<file path="config.mk">
export PLATFORM = sky130hd
export DESIGN_NAME = pipe_skid_reg
export DESIGN_NICKNAME = d
export VERILOG_FILES = /design/src/rtl/pipe_pkg.sv /design/src/rtl/pipe_skid_reg.sv
export SDC_FILE = /design/constraint.sdc
export NUM_CORES = 1
export LEC_CHECK = 0
export BUFFER_PORTS_ARGS = -buffer_cell sky130_fd_sc_hd__buf_2
export CORE_ASPECT_RATIO = 0.8
export CORE_MARGIN = 3
export CORE_UTILIZATION = 54
export CTS_BUF_LIST = sky130_fd_sc_hd__clkbuf_16
export DETAILED_ROUTE_END_ITERATION = 10
export HOLD_SLACK_MARGIN = 0.06
export PLACE_DENSITY = 0.79
export SLEW_MARGIN = 20
export SYNTH_ARGS = -nofsm -noshare
export SYNTH_HDL_FRONTEND = slang
export SYNTH_SLANG_ARGS = --single-unit
</file>
<file path="constraint.sdc">
create_clock -name clk -period 2.3 [get_ports clk]
set_input_delay 0.46 -clock clk [delete_from_list [all_inputs] [get_ports clk]]
set_output_delay 0.46 -clock clk [all_outputs]
set_load 0.005 [all_outputs]
</file>
<file path="src/rtl/pipe_pkg.sv">
// pipe_pkg: shared state encoding and default bubble value for pipeline stages
package pipe_pkg;
  typedef enum logic [1:0] {EMPTY, BUSY, FULL} state_e;
  localparam logic [31:0] BUBBLE_DEFAULT = 32'h0;
endpackage

</file>
<file path="src/rtl/pipe_skid_reg.sv">
// pipe_skid_reg: two-entry skid register; in_ready comes from registered state only, so out_ready does not reach it combinationally
module pipe_skid_reg
  import pipe_pkg::*;
#(
  parameter int WIDTH = 32,
  parameter logic [WIDTH-1:0] BUBBLE = WIDTH'(BUBBLE_DEFAULT)
) (
  input  logic             clk,
  input  logic             rst,
  input  logic             flush,
  input  logic             in_valid,
  output logic             in_ready,
  input  logic [WIDTH-1:0] in_data,
  output logic             out_valid,
  input  logic             out_ready,
  output logic [WIDTH-1:0] out_data,
  output logic [1:0]       occupancy
);
  // Initialisers give the reset state at power-up in simulation
  state_e state_q = EMPTY;
  state_e state_d;
  logic [WIDTH-1:0] main_q = BUBBLE;
  logic [WIDTH-1:0] skid_q = BUBBLE;
  logic [WIDTH-1:0] main_d, skid_d;
  logic in_fire, out_fire;
  assign in_ready  = state_q != FULL;
  assign out_valid = state_q != EMPTY;
  assign out_data  = out_valid ? main_q : BUBBLE;
  assign occupancy = state_q == FULL ? 2'd2 : state_q == BUSY ? 2'd1 : 2'd0;
  assign in_fire   = in_valid & in_ready;
  assign out_fire  = out_valid & out_ready;
  always_comb begin
    state_d = state_q;
    main_d  = main_q;
    skid_d  = skid_q;
    case (state_q)
      EMPTY: begin
        state_d = in_fire ? BUSY : EMPTY;
        main_d  = in_fire ? in_data : main_q;
      end
      BUSY: begin
        state_d = in_fire && !out_fire ? FULL : !in_fire && out_fire ? EMPTY : BUSY;
        main_d  = in_fire && out_fire ? in_data : main_q;
        skid_d  = in_fire && !out_fire ? in_data : skid_q;
      end
      default: begin
        state_d = out_fire ? BUSY : FULL;
        main_d  = out_fire ? skid_q : main_q;
      end
    endcase
    // Flush drops stored entries and any same-cycle input; empty state masks stale data
    if (flush) state_d = EMPTY;
  end
  always_ff @(posedge clk) begin
    if (rst) begin
      state_q <= EMPTY;
      main_q  <= BUBBLE;
      skid_q  <= BUBBLE;
    end else begin
      state_q <= state_d;
      main_q  <= main_d;
      skid_q  <= skid_d;
    end
  end
endmodule

</file>
==> impl_metrics.yaml, run 1 <==
synth:
  yosys-mux-area-fraction_pct: 10.8
  synth_seq_area_share_pct: 39.8
  synth_compound_area_share_pct: 19.9
  synth.most_common_cell: "dfxtp_1"
  synthesis.nets: 419
  synth_top_flop_cell: "dfxtp_1"
  synth.area.top_cells: "dfxtp_1 40%, a21oi_1 9.8%, mux2i_1 9.6%, o311a_1 9.6%, nand2_1 7.4%"
  synth_seq_cells: 66
  yosys.area_share.simple_pct: 21.8
  synth_cell_types: 24
  synth_cells: 381
  synth-edff-count: 0
  synth_top_family_by_area: "simple AND/OR/NAND/NOR gates"
  ys_warn_count: 0
  syn_area_mm2: 0.00332
  yosysTopAreaCellShare_pct: 39.8
  synthArstFlopShare_pct: 0
  synth_common_cells: "66 x dfxtp_1, 65 x a21oi_1, 65 x nand2_1"
  synth_area_per_cell_um2: 8.71
  yosys.area_share.adder_pct: 0.377
  synth_area_leader_cell: "dfxtp_1"
  synth_xor_area_share_pct: 0
global_route:
  grt-busiest-layer: "met2"
  grtUsageMet3_pct: 5.63
  use_met1_pct: 29.3
  grt.total_usage_pct: 21.5
  grt_pass1_vias: 2580
  gr-usage-met2_pct: 33.8
  grt-ovfl-total: 0
  antenna_found_initial: 0
  grt_max_degree: 90
  grt_first_pass_wirelength_um: 12400
sta:
  slew_violations: 0
  slew_headroom_pct: 45.1
  worstMarginPinSlew_ns: 0.806
  period_minus_slack_ns: 2.10
  finClkSkew_ns: 0.00640
  finalSetupTns_ns: 0
  fmax_mhz: 475
  hold_viol_final: 0
  finalSetupViolations: 0
  worst_slack_ns: 0.195
  post-route-period-util_pct: 91.5
  rsz0062_at_grt: "false"
placed_design:
  hpwl_um: 4580
  port_buffers: 72
  post-place-ws_ns: 0.221
  gp_congestion: 0.793
critical_path:
  start_kind: "flop"
  crit_start: "state_q[0]"
  cpPeakStageDelay_ns: 0.63
  crit_buf_inv: 0
  cp_top_family: "multiplexers"
  r2r-start: "state_q[0]"
  cp_slowest_cell: "mux2i_4"
  crit_arrival_ns: 2.36
  required_ns: 2.56
  endpoint_kind: "flop"
  crit_chain: "nand2b_1 > and2_1 > ha_1 > mux2i_4 > or3_1 > o311a_1"
  crit_path_max_fanout: 32
  worst-setup-path-type: "flop to flop"
route:
  wl_per_cell_um: 15.2
  drc: 0
  dr.pass1.iters: 4
  wirelength_um: 7780
  vias_per_cell: 5.61
  drt_iter0_markers: 166
  vias: 2872
  ant_nets: 0
finish:
  diodes: 0
  nets: 468
  drive_gt1_share_pct: 21.9
  fin_util_pct: 68.1
  area_growth_pct: 17.0
min_path:
  hold_start: "flush"
  hp-class: "primary input to flop"
clock_network:
  clock-sinks: 66
  post_cts_resized: 0
  h-tree-depth: 3
  cts_setup_buffers: 0
  clk_pin_slew_ns: 0.05
  cts_tree: "built"
  cts_root_buf: "clkbuf_16"
  cts_hold_buf: 0
  cts_made_buffers: 9
  ctsLongestPathBuffers: 2
  clock_latency_ns: 0.32
floorplanning:
  die_area_mm2: 0.00713
  die_y_um: 76.1
  start_util_pct: 58.2
  rows: 24
  pin_count: 73
  core_mm2: 0.00571
  die_w_um: 93.7
power:
  leakagePower_nw: 1.80
  swShare_pct: 22.9
  p_int_w: 0.00216
  combPwrFrac_pct: 10.5
  ir_worst_vdd_mv: 0.475
  powerDensity_mw_per_mm2: 722
  power_frac_seq_pct: 44.3
  p_sw_w: 0.000642
  clockPowerShare_pct: 45.2
run:
  cap_violations: 0
run_status:
  status: "finished clean"
## cell type report
type | count | area [um^2]
sequential | 66 | 1320
clock buffer | 9 | 225
inverter | 3 | 11.3
timing repair buffer | 78 | 418
clock inverter | 6 | 51.3
fill | 478 | 1820
multi-input combinational | 272 | 1760
tap | 78 | 97.6
## layout by cell type (no fill, tap or decap), types with 2 or more instances in the layout
cell type,Yosys,layout
a21oi_1,65,65
and2b_1,17,17
buf_2,10,72
buf_4,8,5
clkbuf_16,0,9
clkinv_2,0,2
dfxtp_1,66,65
inv_1,3,5
mux2i_1,32,32
nand2_1,65,65
nor2_1,3,2
nor2b_1,16,16
o311a_1,32,32
or3_1,32,32
## worst register-to-register path: stages, from the launching register on
cell      delay (ns)
dfxtp_1         0.42
nand2b_1        0.23
and2_1          0.18
ha_1            0.22
mux2i_4         0.63
or3_1           0.21
o311a_1         0.17
## path summary, 6_finish.rpt
kind	end	slack, ns	depth (start not counted)
min reg2reg	skid_q[29]	0.45	2
max reg2reg	main_q[11]	0.20	6
max	main_q[11]	0.20	6
min	state_q[1]	0.33	2
## per-layer routing
metal  part of all wire (%)  up-vias
li1                       -     1461
met1                     48     1342
met2                     46       67
met3                    5.3        2
met4                   0.40        0
met5                      0        -
## logic make-up (layout without fill, tap and decap cells)
| kind of cell | after synthesis | count (layout) |
|---|---|---|
| muxes | 34 | 34 |
| and+or+nand+nor | 138 | 138 |
| adders and majority gates | 1 | 1 |
| AOI/OAI and AO/OA | 99 | 99 |
| buffers and inverters | 43 | 96 |
| DFF | 66 | 66 |
## flip-flops by register name (all words and copies together), names as in the netlist
| signal | count |
|---|---|
| main_q | 32 |
| skid_q | 32 |
| state_q | 2 |
## power groups by stage
stage	clock (W)	combinational [W]	sequential (W)
2_1_floorplan	0	0.000217	0.00125
3_3_place_gp	0	0.000285	0.00126
3_5_place_dp	0	0.000294	0.00127
4_1_cts	0.00128	0.000295	0.00124
5_1_grt	0.00135	0.000323	0.00125
6_report	0.00127	0.000294	0.00124
## through the flow
step | area [um^2] | power (W) | hold slack (ns) | std cells
detailed placement | 3610 | 0.00156 | 0.448 | 497
finish | 3880 | 0.00280 | 0.334 | 512
floorplan | 3320 | 0.00147 | 0.436 | 381
global placement | 3610 | 0.00155 | 0.443 | 497
global route | 3880 | 0.00292 | 0.335 | 512
CTS | 3880 | 0.00282 | 0.324 | 512
No activity file was read; power rests on OpenSTA's default activity.
==> inputs of run 2 (changes only) <==
- CORE_MARGIN: 3 -> default
==> impl_metrics.yaml, run 2 (synthesis results as in run 1) <==
floorplanning:
  rows: 25
  pin_count: 73
  die_area_mm2: 0.00647
  die_w_um: 89.7
  start_util_pct: 56.1
  die_y_um: 72.1
  core_mm2: 0.00591
sta:
  finClkSkew_ns: 0.00370
  worst_slack_ns: 0.238
  rsz0062_at_grt: "false"
  finalSetupViolations: 0
  period_minus_slack_ns: 2.06
  slew_violations: 0
  worstMarginPinSlew_ns: 0.634
  post-route-period-util_pct: 89.6
  hold_viol_final: 0
  fmax_mhz: 485
  finalSetupTns_ns: 0
  slew_headroom_pct: 57.8
route:
  drt_iter0_markers: 159
  ant_nets: 0
  drc: 0
  vias_per_cell: 5.78
  drt-met1-wl_um: 3490
  wl_met3_um: 328
  dr.pass1.iters: 6
  wl_per_cell_um: 15.0
  wl_met2_um: 3860
  highest_layer: "met4"
  vias: 2996
  wirelength_um: 7790
finish:
  final_cell_mix: "72 x buf_2, 65 x nand2_1, 65 x a21oi_1, 65 x dfxtp_1"
  area_growth_pct: 18.0
  reg_top3: "main_q x32, skid_q x32, state_q x2"
  diodes: 0
  mostFrequentLayoutCell: "buf_2"
  multi_input_area_mm2: 0.00176
  fillCellCount: 500
  nets: 470
  ff_latch_area_mm2: 0.00132
  drive_gt1_share_pct: 21.7
critical_path:
  crit_path_max_fanout: 33
  worst-setup-path-type: "flop to primary output"
  crit_chain: "nor2_2 > buf_4 > and2b_1 > buf_2"
  crit_arrival_ns: 1.60
  cp_slowest_cell: "dfxtp_1"
  required_ns: 1.84
  cpPeakStageDelay_ns: 0.42
  start_kind: "flop"
  crit_buf_inv: 2
  endpoint_kind: "primary output"
  cp_top_family: "buffers and inverters"
global_route:
  antenna_found_initial: 0
  grt_max_degree: 72
  grt_first_pass_wirelength_um: 12600
  grt_pass1_vias: 2774
  grt-ovfl-total: 0
  grt.total_usage_pct: 25.6
clock_network:
  cts_setup_buffers: 0
  cts_made_buffers: 9
  post_cts_resized: 0
  cts_hold_buf: 0
  cts_tree: "built"
  h-tree-depth: 3
  clk_pin_slew_ns: 0.05
  cts_root_buf: "clkbuf_16"
  clock_latency_ns: 0.33
  clock-sinks: 66
  ctsLongestPathBuffers: 2
placed_design:
  gp_congestion: 0.742
  post-place-ws_ns: 0.303
  hpwl_um: 4440
  port_buffers: 72
min_path:
  hp-class: "primary input to flop"
run:
  cap_violations: 0
run_status:
  status: "finished clean"
power:
  leakagePower_nw: 1.81
  ir_worst_vdd_mv: 0.484
  powerDensity_mw_per_mm2: 719
==> run 2: path summary, 6_finish.rpt <==
check	startpoint	to	slack [ns]	cells after the start
max	state_q[0]	out_data[10]	0.24	4
min reg2reg	skid_q[10]	skid_q[10]	0.46	2
min	flush	state_q[1]	0.33	2
max reg2reg	state_q[0]	main_q[25]	0.29	7
==> run 2: layer usage <==
metal	up-vias	GRT usage, %
li1	1471	-
met1	1444	30.7
met2	71	44.1
met3	10	6.60
met4	0	8.99
met5	-	0
==> run 2: cell type report <==
class                   count  share of cell area [%]
repair buffers             80                    11.4
clock buffers               9                    5.75
well taps                  81                    2.59
clock inverters             7                    1.34
multi-input cells         272                    44.9
flip-flops and latches     66                    33.8
inverters                   3                   0.287
==> run 2: worst register-to-register path: stages, from the launching register on <==
cell and delay [ns]:
dfxtp_1 0.55, nand2b_1 0.19, and2_1 0.14, ha_1 0.21, mux2i_4 0.08, buf_4 0.24, or3_1 0.35, o311a_1 0.14
==> run 2: report_power, final <==
group,switching [W],internal [W]
Sequential,0.0000425,0.00120
Combinational,0.000152,0.000147
Clock,0.000458,0.000815
==> run 2: stage by stage <==
| step | instance area [um^2] | hold slack (ns) | utilization (%) | std cells | total power, W |
|---|---|---|---|---|---|
| 6_report | 3920 | 0.330 | 66.3 | 518 | 0.00282 |
| 5_1_grt | 3920 | 0.334 | 66.3 | 518 | 0.00292 |
| 4_1_cts | 3920 | 0.324 | 66.3 | 518 | 0.00283 |
| 3_5_place_dp | 3640 | 0.449 | 61.6 | 502 | 0.00156 |
| 3_3_place_gp | 3640 | 0.442 | 61.6 | 502 | 0.00155 |
| 2_1_floorplan | 3320 | 0.436 | - | 381 | 0.00147 |
==> inputs of run 3 (changes only) <==
==> constraint.sdc (replaced) <==
create_clock -name clk -period 2.3 [get_ports clk]
set_input_delay 0.345 -clock clk [delete_from_list [all_inputs] [get_ports clk]]
set_output_delay 0.345 -clock clk [all_outputs]
set_load 0.005 [all_outputs]
==> impl_metrics.yaml, run 3 (synthesis results as in run 1) <==
finish:
  reg_top3: "main_q x32, skid_q x32, state_q x2"
  final_cell_mix: "72 x buf_2, 65 x nand2_1, 65 x a21oi_1, 65 x dfxtp_1"
  nets: 471
  diodes: 0
  drive_gt1_share_pct: 21.9
  mostFrequentLayoutCell: "buf_2"
  area_growth_pct: 17.1
critical_path:
  cp_slowest_cell: "dfxtp_1"
  endpoint_kind: "flop"
  crit_chain: "nand2b_1 > and2_1 > ha_1 > mux2i_4 > buf_4 > or3_1 > o311a_1"
  crit_path_max_fanout: 32
  cpPeakStageDelay_ns: 0.55
  worst-setup-path-type: "flop to flop"
  required_ns: 2.51
  start_kind: "flop"
  crit_arrival_ns: 2.22
route:
  wirelength_um: 7610
  vias_per_cell: 5.71
  dr.pass1.iters: 4
  vias: 2961
  drt_iter0_markers: 165
  ant_nets: 0
  wl_per_cell_um: 14.7
  drc: 0
min_path:
  hp-class: "primary input to flop"
floorplanning:
  die_y_um: 72.1
  pin_count: 73
  core_mm2: 0.00591
  die_w_um: 89.7
  start_util_pct: 56.1
  die_area_mm2: 0.00647
  rows: 25
power:
  ir_worst_vdd_mv: 0.446
  power_w: 0.00271
  combPwrFrac_pct: 11.0
  p_int_w: 0.00205
  power_frac_seq_pct: 45.9
  powerDensity_mw_per_mm2: 696
  leakagePower_nw: 1.79
  clockPowerShare_pct: 43.1
  p_sw_w: 0.000656
  swShare_pct: 24.2
clock_network:
  clk_pin_slew_ns: 0.05
  cts_setup_buffers: 0
  h-tree-depth: 3
  cts_made_buffers: 9
  post_cts_resized: 0
  cts_root_buf: "clkbuf_16"
  cts_hold_buf: 0
  clock_latency_ns: 0.33
  clock-sinks: 66
  ctsLongestPathBuffers: 2
  cts_tree: "built"
sta:
  hold_viol_final: 0
  fmax_mhz: 498
  finalSetupViolations: 0
  slew_headroom_pct: 60.3
  finalSetupTns_ns: 0
  post-route-period-util_pct: 87.4
  whs_ns: 0.209
  finClkSkew_ns: 0.00457
  slew_violations: 0
  worstMarginPinSlew_ns: 0.596
  period_minus_slack_ns: 2.01
  rsz0062_at_grt: "false"
global_route:
  antenna_found_initial: 0
  grt.total_usage_pct: 24.8
  grt-ovfl-total: 0
  grt_first_pass_wirelength_um: 12300
  grt_max_degree: 66
  grt_pass1_vias: 2599
placed_design:
  port_buffers: 72
  gp_congestion: 0.730
  hpwl_um: 4430
run_status:
  status: "finished clean"
run:
  cap_violations: 0
[run 3: changes by cell type in the layout (fill, tap and decap cells not counted), sizes merged]
cell / delta
inv: -1
clkinv: +2
bufinv: -1
buf: +1
[run 3: cell type report]
cell class / count / area (um^2)
clock inverter: 7 / 27.5
clock buffer: 9 / 225
fill: 495 / 2020
tap: 81 / 101
inverter: 3 / 11.3
multi-input combinational: 272 / 1760
timing repair buffer: 81 / 440
sequential: 66 / 1320
[run 3: critical path, delay by kind of cell, from the launching register on]
kind                     cells  cell delay (ns)
AND/OR/NAND/NOR              3             0.68
adder cells (fa/ha/maj)      1             0.21
buffers and inverters        1             0.24
flip-flops                   1             0.55
multiplexers                 1             0.08
AO/OA/AOI/OAI                1             0.13
[run 3: power groups by stage]
stage          logic [W]  registers [W]  clock network [W]
2_1_floorplan   0.000217        0.00125                  0
3_3_place_gp    0.000290        0.00126                  0
3_5_place_dp    0.000296        0.00127                  0
4_1_cts         0.000298        0.00124            0.00119
5_1_grt         0.000327        0.00125            0.00124
6_report        0.000297        0.00124            0.00117
[run 3: metrics by stage]
step / instance area [um^2] / std cells / setup slack, ns / util, %
after floorplan: 3320 / 381 / 0.216 / -
after global placement: 3630 / 503 / 0.382 / 61.5
after detailed placement: 3630 / 503 / 0.308 / 61.5
after CTS: 3890 / 519 / 0.298 / 65.8
after global routing: 3890 / 519 / 0.167 / 65.8
final: 3890 / 519 / 0.291 / 65.8
[run 3: final timing paths]
| kind | start | endpoint | slack, ns | depth (start not counted) |
|---|---|---|---|---|
| setup / recovery | state_q[0] | main_q[2] | 0.29 | 7 |
| hold / removal | flush | state_q[0] | 0.21 | 2 |
| setup reg to reg | state_q[0] | main_q[2] | 0.29 | 7 |
| hold reg to reg | skid_q[17] | skid_q[17] | 0.45 | 2 |
[run 3: per-layer routing]
metal  wire, um  track usage (%)  up-vias
met5          0                0        -
li1           -                -     1472
met1       3560             33.2     1401
met4         32             6.00        0
met2       3640             39.6       84
met3        378             7.28        4
